**src/rtl/alu_arbiter.sv**
```systemverilog
`default_nettype none
// ============================================================================
// Module      : alu_arbiter
// Description : Round-robin arbiter that shares one combinational datapath
//               ALU between two requesters (0 = execute stage, 1 = address /
//               auxiliary unit). The winning operands are registered into the
//               ALU, the ALU result is captured one cycle later and held on a
//               valid/ready response channel until the winner accepts it.
//
//               Optional feature macro: ALU_ARB_TIMEOUT_EN
//                 defined   : a response left unaccepted for TIMEOUT_CYCLES
//                             cycles is dropped and timeout_err pulses once.
//                 undefined : the response waits indefinitely and
//                             timeout_err is tied low.
//
// Ports       : clk, rst                 clock / synchronous active-high reset
//               req_valid/req_ready      per-requester request handshake
//               req{0,1}_fields/rs/rt    operands {opcode,ALU_control,shamt,imm}
//               resp_valid/resp_ready    per-requester response handshake
//               resp_result/resp_branch  captured ALU outputs
//               alu_fields/alu_rs/alu_rt registered operands to the ALU
//               alu_result/alu_sig_branch ALU outputs
//               busy                     state is not IDLE
//               timeout_err              one-cycle pulse on a dropped response
//
// Revision    : 1.0  initial release
// ============================================================================
module alu_arbiter #(
    parameter int TIMEOUT_CYCLES = 16
) (
    input  logic        clk,
    input  logic        rst,
    input  logic [1:0]  req_valid,
    output logic [1:0]  req_ready,
    input  logic [32:0] req0_fields,
    input  logic [31:0] req0_rs,
    input  logic [31:0] req0_rt,
    input  logic [32:0] req1_fields,
    input  logic [31:0] req1_rs,
    input  logic [31:0] req1_rt,
    output logic [1:0]  resp_valid,
    input  logic [1:0]  resp_ready,
    output logic [31:0] resp_result,
    output logic        resp_branch,
    output logic [32:0] alu_fields,
    output logic [31:0] alu_rs,
    output logic [31:0] alu_rt,
    input  logic [31:0] alu_result,
    input  logic        alu_sig_branch,
    output logic        busy,
    output logic        timeout_err
);

    // Elaboration-time sanity check on the timeout length (8-bit counter).
    generate
        if (TIMEOUT_CYCLES < 1 || TIMEOUT_CYCLES > 255) begin : g_bad_timeout
            $error("alu_arbiter: TIMEOUT_CYCLES must be in 1..255");
        end
    endgenerate

    typedef enum logic [1:0] {
        ST_IDLE = 2'd0,
        ST_EXEC = 2'd1,
        ST_RESP = 2'd2
    } state_t;

    state_t      r_state_q, w_state_d;
    logic        r_last_q,  w_last_d;     // requester granted most recently
    logic        r_win_q,   w_win_d;      // owner of the operation in flight
    logic [32:0] r_fields_q, w_fields_d;
    logic [31:0] r_rs_q,    w_rs_d;
    logic [31:0] r_rt_q,    w_rt_d;
    logic [31:0] r_result_q, w_result_d;
    logic        r_branch_q, w_branch_d;
    logic        r_terr_q,  w_terr_d;

    logic        w_winner;
    logic        w_accept;
    logic        w_done;
    logic        w_drop;

    // On a tie the requester that was not served last wins.
    always_comb begin
        w_winner = 1'b0;
        case (req_valid)
            2'b01:   w_winner = 1'b0;
            2'b10:   w_winner = 1'b1;
            2'b11:   w_winner = ~r_last_q;
            default: w_winner = 1'b0;
        endcase
    end

    assign w_accept  = (r_state_q == ST_IDLE) && (req_valid != 2'b00);
    assign req_ready = w_accept ? (w_winner ? 2'b10 : 2'b01) : 2'b00;

    // Only the owner's resp_ready completes the handshake.
    assign w_done = (r_state_q == ST_RESP) && resp_ready[r_win_q];

`ifdef ALU_ARB_TIMEOUT_EN
    localparam logic [7:0] C_TIMEOUT = 8'(TIMEOUT_CYCLES);

    logic [7:0] r_cnt_q, w_cnt_d;
    logic [7:0] w_cnt_inc;

    assign w_cnt_inc = r_cnt_q + 8'd1;

    // Counts RESP cycles without a handshake; cleared while in EXEC so it
    // starts at zero on RESP entry.
    always_comb begin
        w_cnt_d = r_cnt_q;
        w_drop  = 1'b0;
        if (r_state_q == ST_EXEC) begin
            w_cnt_d = 8'd0;
        end else if ((r_state_q == ST_RESP) && !w_done) begin
            w_cnt_d = w_cnt_inc;
            if (w_cnt_inc == C_TIMEOUT) begin
                w_drop = 1'b1;
            end
        end
    end

    always_ff @(posedge clk) begin
        if (rst) begin
            r_cnt_q <= 8'd0;
        end else begin
            r_cnt_q <= w_cnt_d;
        end
    end
`else
    assign w_drop = 1'b0;
`endif

    always_comb begin
        w_state_d  = r_state_q;
        w_last_d   = r_last_q;
        w_win_d    = r_win_q;
        w_fields_d = r_fields_q;
        w_rs_d     = r_rs_q;
        w_rt_d     = r_rt_q;
        w_result_d = r_result_q;
        w_branch_d = r_branch_q;
        w_terr_d   = 1'b0;
        case (r_state_q)
            ST_IDLE: begin
                if (w_accept) begin
                    w_fields_d = w_winner ? req1_fields : req0_fields;
                    w_rs_d     = w_winner ? req1_rs     : req0_rs;
                    w_rt_d     = w_winner ? req1_rt     : req0_rt;
                    w_win_d    = w_winner;
                    w_last_d   = w_winner;
                    w_state_d  = ST_EXEC;
                end
            end
            ST_EXEC: begin
                w_result_d = alu_result;
                w_branch_d = alu_sig_branch;
                w_state_d  = ST_RESP;
            end
            ST_RESP: begin
                if (w_done) begin
                    w_state_d = ST_IDLE;
                end else if (w_drop) begin
                    w_state_d = ST_IDLE;
                    w_terr_d  = 1'b1;
                end
            end
            default: begin
                w_state_d = ST_IDLE;
            end
        endcase
    end

    always_ff @(posedge clk) begin
        if (rst) begin
            r_state_q  <= ST_IDLE;
            r_last_q   <= 1'b1;
            r_win_q    <= 1'b0;
            r_fields_q <= 33'd0;
            r_rs_q     <= 32'd0;
            r_rt_q     <= 32'd0;
            r_result_q <= 32'd0;
            r_branch_q <= 1'b0;
            r_terr_q   <= 1'b0;
        end else begin
            r_state_q  <= w_state_d;
            r_last_q   <= w_last_d;
            r_win_q    <= w_win_d;
            r_fields_q <= w_fields_d;
            r_rs_q     <= w_rs_d;
            r_rt_q     <= w_rt_d;
            r_result_q <= w_result_d;
            r_branch_q <= w_branch_d;
            r_terr_q   <= w_terr_d;
        end
    end

    assign resp_valid  = (r_state_q == ST_RESP) ? (r_win_q ? 2'b10 : 2'b01) : 2'b00;
    assign resp_result = r_result_q;
    assign resp_branch = r_branch_q;
    assign alu_fields  = r_fields_q;
    assign alu_rs      = r_rs_q;
    assign alu_rt      = r_rt_q;
    assign busy        = (r_state_q != ST_IDLE);
    assign timeout_err = r_terr_q;

endmodule
`default_nettype wire

```
**config.mk**
```make
export PLATFORM = sky130hd
export DESIGN_NAME = alu_arbiter
export DESIGN_NICKNAME = d
export VERILOG_FILES = /design/src/rtl/alu_arbiter.sv
export SDC_FILE = /design/constraint.sdc
export NUM_CORES = 1
export LEC_CHECK = 0
export CAP_MARGIN = 20
export CORE_AREA = 8 8 138 140
export DETAILED_ROUTE_END_ITERATION = 10
export DIE_AREA = 0 0 146 148
export PLACE_DENSITY = 0.74
export REMOVE_ABC_BUFFERS = 1
export SYNTH_ARGS = -nofsm -noshare
export SYNTH_HDL_FRONTEND = slang
export SYNTH_SLANG_ARGS = --single-unit
```
**constraint.sdc**
```tcl
create_clock -name clk -period 5.7 [get_ports clk]
set_clock_uncertainty 0.05 [all_clocks]
set_input_delay 1.71 -clock clk [delete_from_list [all_inputs] [get_ports clk]]
set_output_delay 1.71 -clock clk [all_outputs]
set_load 0.03 [all_outputs]
```
==> flow_summary.json, run 1 <==
{
  "crit_path_end_kind": "output port",
  "clk_pin_slew_ns": 0.06,
  "dpl.hpwl_um": 17600,
  "crit_path_max_fanout": 3,
  "diodes": 0,
  "synth_mux_area_frac": 0.00176,
  "synth.most_common_cell": "nand3_1",
  "slew_violations": 0,
  "min_period_ns": 5.16,
  "synth.cell_area_um2": 5680,
  "nFillCells": 1547,
  "wire_per_inst_um": 20.4,
  "rows": 48,
  "dieArea_um2": 21600,
  "num_vias": 6919,
  "synthFlopType": "dfxtp_1",
  "synth_top_family_by_area": "simple AND/OR/NAND/NOR gates",
  "crit_path_start": "req_valid[1]",
  "place.gp.congestion": 0.803,
  "multi_input_comb_area_um2": 2650,
  "setup_violations": 0,
  "ys_types": 25,
  "required_ns": 3.94,
  "cpMaxStageDelayCell": "clkdlybuf4s50_1",
  "hp-class": "flip-flop to flip-flop",
  "synth-simple-area-share": 0.232,
  "min_period_over_period": 0.905,
  "cap_viol_max_count": 0,
  "relSlewSlack": 0.238,
  "avgSynthCellArea_um2": 7.78,
  "total_power_mw": 3.16,
  "p_leak_nw": 3.45,
  "hold_viol": 0,
  "peakVddDrop_mv": 0.213,
  "yosys.area_share.xor_xnor": 0,
  "whs_path_depth": 2,
  "detail_route.first_pass.iterations": 4,
  "ys_async_sr_fraction": 0,
  "syn_inst": 730,
  "numCtsBuffers": 17,
  "crit_family": "buffers and inverters",
  "fp.dieH_um": 148,
  "io_buffer_count": 367,
  "ff_latch_area_um2": 2680,
  "crit_top_cell": "clkdlybuf4s50_1",
  "cts_tree": "done",
  "tns_ns": 0,
  "synth_area_leaders": "dfxtp_1 47%, nand3_1 17%, a31oi_1 11%",
  "layout-area-overhead-vs-synth_pct": 77.2,
  "vias_per_cell": 5.41,
  "placed_cell_area_um2": 9400,
  "yosys_register_bits": 134,
  "critPathMaxStageDelay_ns": 0.67,
  "antenna_found_initial": 0,
  "p_per_area_nw_per_um2": 314,
  "drt.antenna.violating_nets": 0,
  "clockBufferDepth": 2,
  "reg2regPathDepth": 5,
  "final_cell_area_um2": 10100,
  "cts.root.buffer_cell": "clkbuf_16",
  "synth_compound_gate_area_share": 0.226,
  "r2r-start": "r_state_q[1]",
  "cts_max_level": 4,
  "start_util": 0.335,
  "grt_pass1_vias": 6823,
  "grt_max_degree": 101,
  "max_freq_mhz": 194,
  "yosys_warnings": 0,
  "path_depth": 5,
  "synth_top_area_share": 0.472,
  "synth_common_cells": "194 x nand3_1, 134 x dfxtp_1, 98 x o21ai_0",
  "grt_pass1_wl_um": 39900,
  "status": "completed",
  "pin_count": 369,
  "cts_resized": 0,
  "gr-usage-all-layers": 0.232,
  "core_um2": 16900,
  "drt_iter0_markers": 372,
  "cts_hold_buf": 0,
  "crit_path_start_kind": "input pin",
  "holdWs_ns": 0.403,
  "path_buf_inv": 3,
  "synth_edf_count": 0,
  "clkSinkCount": 134,
  "cts_setup_buffers": 0,
  "insertion_delay_ns": 0.41,
  "hp-start": "resp_result[19]",
  "fin_nets": 1275,
  "yosys.area.top_type": "dfxtp_1",
  "drcViolationCount": 0,
  "die_x_um": 146,
  "worst_pin_slew_ns": 1.14,
  "worstPathArrival_ns": 3.40,
  "path_class": "input pin to output port",
  "drive_gt1_frac": 0.0484,
  "synth_fa_ha_area_frac": 0,
  "drt-total-wl_um": 26100,
  "yosysSeqAreaShare": 0.472,
  "rsz0062_at_grt": "no",
  "grt-ovfl-total": 0,
  "path_cells": "clkdlybuf4s50_1 > a21boi_4 > nand2_1 > inv_1 > clkdlybuf4s50_1"
}
cells by family (layout without fill, tap and decap cells):
family | count (synthesis) | in the layout
AOI/OAI and AO/OA | 232 | 232
buffers and inverters | 89 | 413
DFF | 134 | 134
muxes | 1 | 1
other | 1 | 1
and+or+nand+nor | 273 | 273
flip-flops by register name, summed over array words and instances (netlist names):
register	cells
alu_fields	33
alu_rs	32
alu_rt	32
resp_result	32
r_state_q	2
r_last_q	1
r_win_q	1
resp_branch	1
path summary, 6_finish.rpt:
| check | endpoint | slack, ns |
|---|---|---|
| worst max-delay path | req_ready[1] | 0.54 |
| worst min-delay path | resp_result[19] | 0.40 |
| worst max register to register | alu_fields[5] | 3.38 |
| worst min register to register | resp_result[19] | 0.40 |
per-stage QoR:
stage,worst slack (ns),util,instances
2_1_floorplan,-1.91,-,643
3_3_place_gp,0.552,0.555,1248
3_5_place_dp,0.542,0.555,1248
4_1_cts,0.547,0.594,1279
5_1_grt,0.500,0.594,1279
6_report,0.544,0.594,1279
routing by layer:
| metal | vias up | wire (um) | track usage |
|---|---|---|---|
| li1 | 3279 | - | - |
| met1 | 3239 | 9950 | 0.264 |
| met2 | 357 | 12600 | 0.380 |
| met3 | 44 | 2860 | 0.100 |
| met4 | 0 | 665 | 0.0840 |
| met5 | - | 0 | 0 |
worst reg2reg max path: stages (launching register included):
cell and delay [ns]:
dfxtp_1 0.54, nor2_4 0.24, inv_2 0.12, buf_4 0.75
o21ai_0 0.31, a31oi_1 0.24
final cells by class:
type,count,area share
clock inverter,12,0.0225
multi-input combinational,507,0.263
clock buffer,19,0.0440
tap,225,0.0280
timing repair buffer,380,0.376
inverter,2,0.000746
sequential,134,0.266
cell usage in the layout, fill, tap and decap left out, types with 2 or more instances in the layout:
master and instances:
clkdlybuf4s50_1 366, nand3_1 194, dfxtp_1 134, o21ai_0 98, a31oi_1 97, nand2_1 67, a21oi_1 35, clkbuf_16 17
buf_4 13, bufinv_16 6, clkinv_4 3, nor2_4 2, nand3b_1 2, clkinvlp_4 2
power breakdown:
group | switching (mW) | internal [mW] | leakage (nW) | total [mW]
Clock | 0.424 | 0.831 | 0.319 | 1.26
Combinational | 0.470 | 0.367 | 2.03 | 0.837
Sequential | 0.0447 | 1.02 | 1.10 | 1.07
Note: power is estimated with default switching activity, not from simulation.
==> inputs of run 2 (changes only) <==
--- a/config.mk
+++ b/config.mk
@@ -5,12 +5,10 @@
 export SDC_FILE = /design/constraint.sdc
 export NUM_CORES = 1
 export LEC_CHECK = 0
-export CAP_MARGIN = 20
 export CORE_AREA = 8 8 138 140
 export DETAILED_ROUTE_END_ITERATION = 10
 export DIE_AREA = 0 0 146 148
 export PLACE_DENSITY = 0.74
-export REMOVE_ABC_BUFFERS = 1
 export SYNTH_ARGS = -nofsm -noshare
 export SYNTH_HDL_FRONTEND = slang
 export SYNTH_SLANG_ARGS = --single-unit
==> run 2 against run 1 <==
  * First-iteration DRC count rose by 8.9%
  * Sequential cell count did not move
  * Clock power fell by 17%
  * Register-to-register slack improved by 0.04 ns
  * Critical endpoint is now req_ready[0]
  * Worst setup slack improved by 0.20 ns
==> flow_summary.json, run 2 (synthesis results as in run 1) <==
{
  "num_vias": 6928,
  "hp-class": "flip-flop to flip-flop",
  "stdcell_count": 1280,
  "layout-area-overhead-vs-synth_pct": 75.6,
  "crit_top_cell": "clkdlybuf4s50_1",
  "crit_path_start_kind": "input pin",
  "crit_path_max_fanout": 4,
  "drcViolationCount": 0,
  "grt_pass1_vias": 6815,
  "swShare": 0.322,
  "path_depth": 3,
  "placed_cell_area_um2": 9410,
  "nFillCells": 1509,
  "vias_per_cell": 5.41,
  "required_ns": 3.94,
  "power_frac_comb": 0.283,
  "synth_fp_nets": 963,
  "drive_gt1_frac": 0.0512,
  "clk_pin_slew_ns": 0.06,
  "cts_hold_buf": 0,
  "detail_route.first_pass.iterations": 5,
  "p_leak_nw": 3.41,
  "seq_power_share": 0.361,
  "worstPathArrival_ns": 3.19,
  "peakVddDrop_mv": 0.191,
  "antenna_found_initial": 0,
  "dpl.cell_count": 1248,
  "status": "completed",
  "grt-ovfl-total": 0,
  "multi_input_comb_area_um2": 2650,
  "path_buf_inv": 2,
  "io_buffer_count": 367,
  "p_per_area_nw_per_um2": 297,
  "clkPwrFrac": 0.356,
  "worst_pin_slew_ns": 0.997,
  "tns_ns": 0,
  "final_common_cell": "clkdlybuf4s50_1",
  "whs_path_depth": 2,
  "core_um2": 16900,
  "reg2regPathDepth": 5,
  "path_cells": "clkdlybuf4s50_1 > and3_1 > clkdlybuf4s50_1",
  "largest_reg_flops": 33,
  "wire_per_inst_um": 20.3,
  "crit_path_end_kind": "output port",
  "max_freq_mhz": 202,
  "die_x_um": 146,
  "fp.dieH_um": 148,
  "ff_latch_area_um2": 2680,
  "grt_max_degree": 101,
  "relSlewSlack": 0.336,
  "clockBufferDepth": 2,
  "dieArea_um2": 21600,
  "hold_viol": 0,
  "cts_resized": 0,
  "path_class": "input pin to output port",
  "pin_count": 369,
  "dpl.hpwl_um": 17700,
  "total_power_mw": 2.96,
  "insertion_delay_ns": 0.41,
  "cts_max_level": 4,
  "grt_pass1_wl_um": 39600,
  "final_cell_area_um2": 9970,
  "min_period_over_period": 0.869,
  "power.switching_uw": 953,
  "cts.root.buffer_cell": "clkbuf_16",
  "cap_viol_max_count": 0,
  "slew_violations": 0,
  "layout_common_cells": "365 x clkdlybuf4s50_1, 194 x nand3_1, 134 x dfxtp_1, 98 x o21ai_0, 97 x a31oi_1",
  "cts_setup_buffers": 0,
  "rsz0062_at_grt": "no",
  "min_period_ns": 4.95,
  "crit_family": "buffers and inverters",
  "setup_violations": 0,
  "final_core_util": 0.589,
  "cts_tree": "done",
  "start_util": 0.335,
  "diodes": 0,
  "drt_iter0_markers": 405,
  "internal-power_mw": 2.00,
  "numCtsBuffers": 17,
  "fin_nets": 1275,
  "rows": 48,
  "cpMaxStageDelayCell": "clkdlybuf4s50_1",
  "drt-total-wl_um": 25900,
  "drt.antenna.violating_nets": 0,
  "clkSinkCount": 134,
  "critPathMaxStageDelay_ns": 0.67,
  "gr-usage-all-layers": 0.230,
  "place.gp.congestion": 0.808
}
## run 2: changes by cell type in the layout (fill, tap and decap cells not counted), sizes merged
cell / change
bufinv: -5
clkinvlp: +1
clkinv: +3
clkbuf: -1
clkdlybuf4s50: -1
inv: +3
buf: +1
## run 2: power groups by stage
stage / Sequential, mW / Clock (mW) / Combinational, mW
3_3_place_gp: 1.08 / 0 / 0.835
5_1_grt: 1.08 / 1.12 / 0.890
2_1_floorplan: 1.24 / 0 / 0.262
4_1_cts: 1.07 / 1.07 / 0.842
3_5_place_dp: 1.09 / 0 / 0.839
6_report: 1.07 / 1.05 / 0.837
## run 2: cell type report
| class | instances | area share |
|---|---|---|
| timing repair buffer | 380 | 0.380 |
| sequential | 134 | 0.269 |
| multi-input combinational | 507 | 0.265 |
| clock buffer | 18 | 0.0440 |
| tap | 225 | 0.0282 |
| clock inverter | 14 | 0.0125 |
| inverter | 2 | 0.000753 |
## run 2: tightest hold or removal path: cells and delay by family (launching register included)
family	cells	cell delay, ns
flops	1	0.31
compound gates	1	0.05
simple gates	1	0.05
## run 2: metrics by stage
stage,worst slack (ns),hold slack (ns)
CTS,0.746,0.404
finish,0.748,0.402
global route,0.681,0.424
floorplan,1.32,0.427
global placement,0.751,0.392
detailed placement,0.755,0.396
## run 2: metal layers
| metal | GRT usage | vias up | part of all wire |
|---|---|---|---|
| met2 | 0.361 | 361 | 0.47 |
| met3 | 0.0939 | 46 | 0.098 |
| met1 | 0.273 | 3238 | 0.40 |
| li1 | - | 3283 | - |
| met5 | 0 | - | 0 |
| met4 | 0.0979 | 0 | 0.029 |
## run 2: path summary, 6_finish.rpt
kind                        from        endpoint  slack [ns]
setup / recovery    req_valid[0]    req_ready[0]        0.75
hold / removal    resp_result[0]  resp_result[0]        0.40
setup reg to reg    r_state_q[1]       alu_rs[9]        3.42
hold reg to reg   resp_result[0]  resp_result[0]        0.40
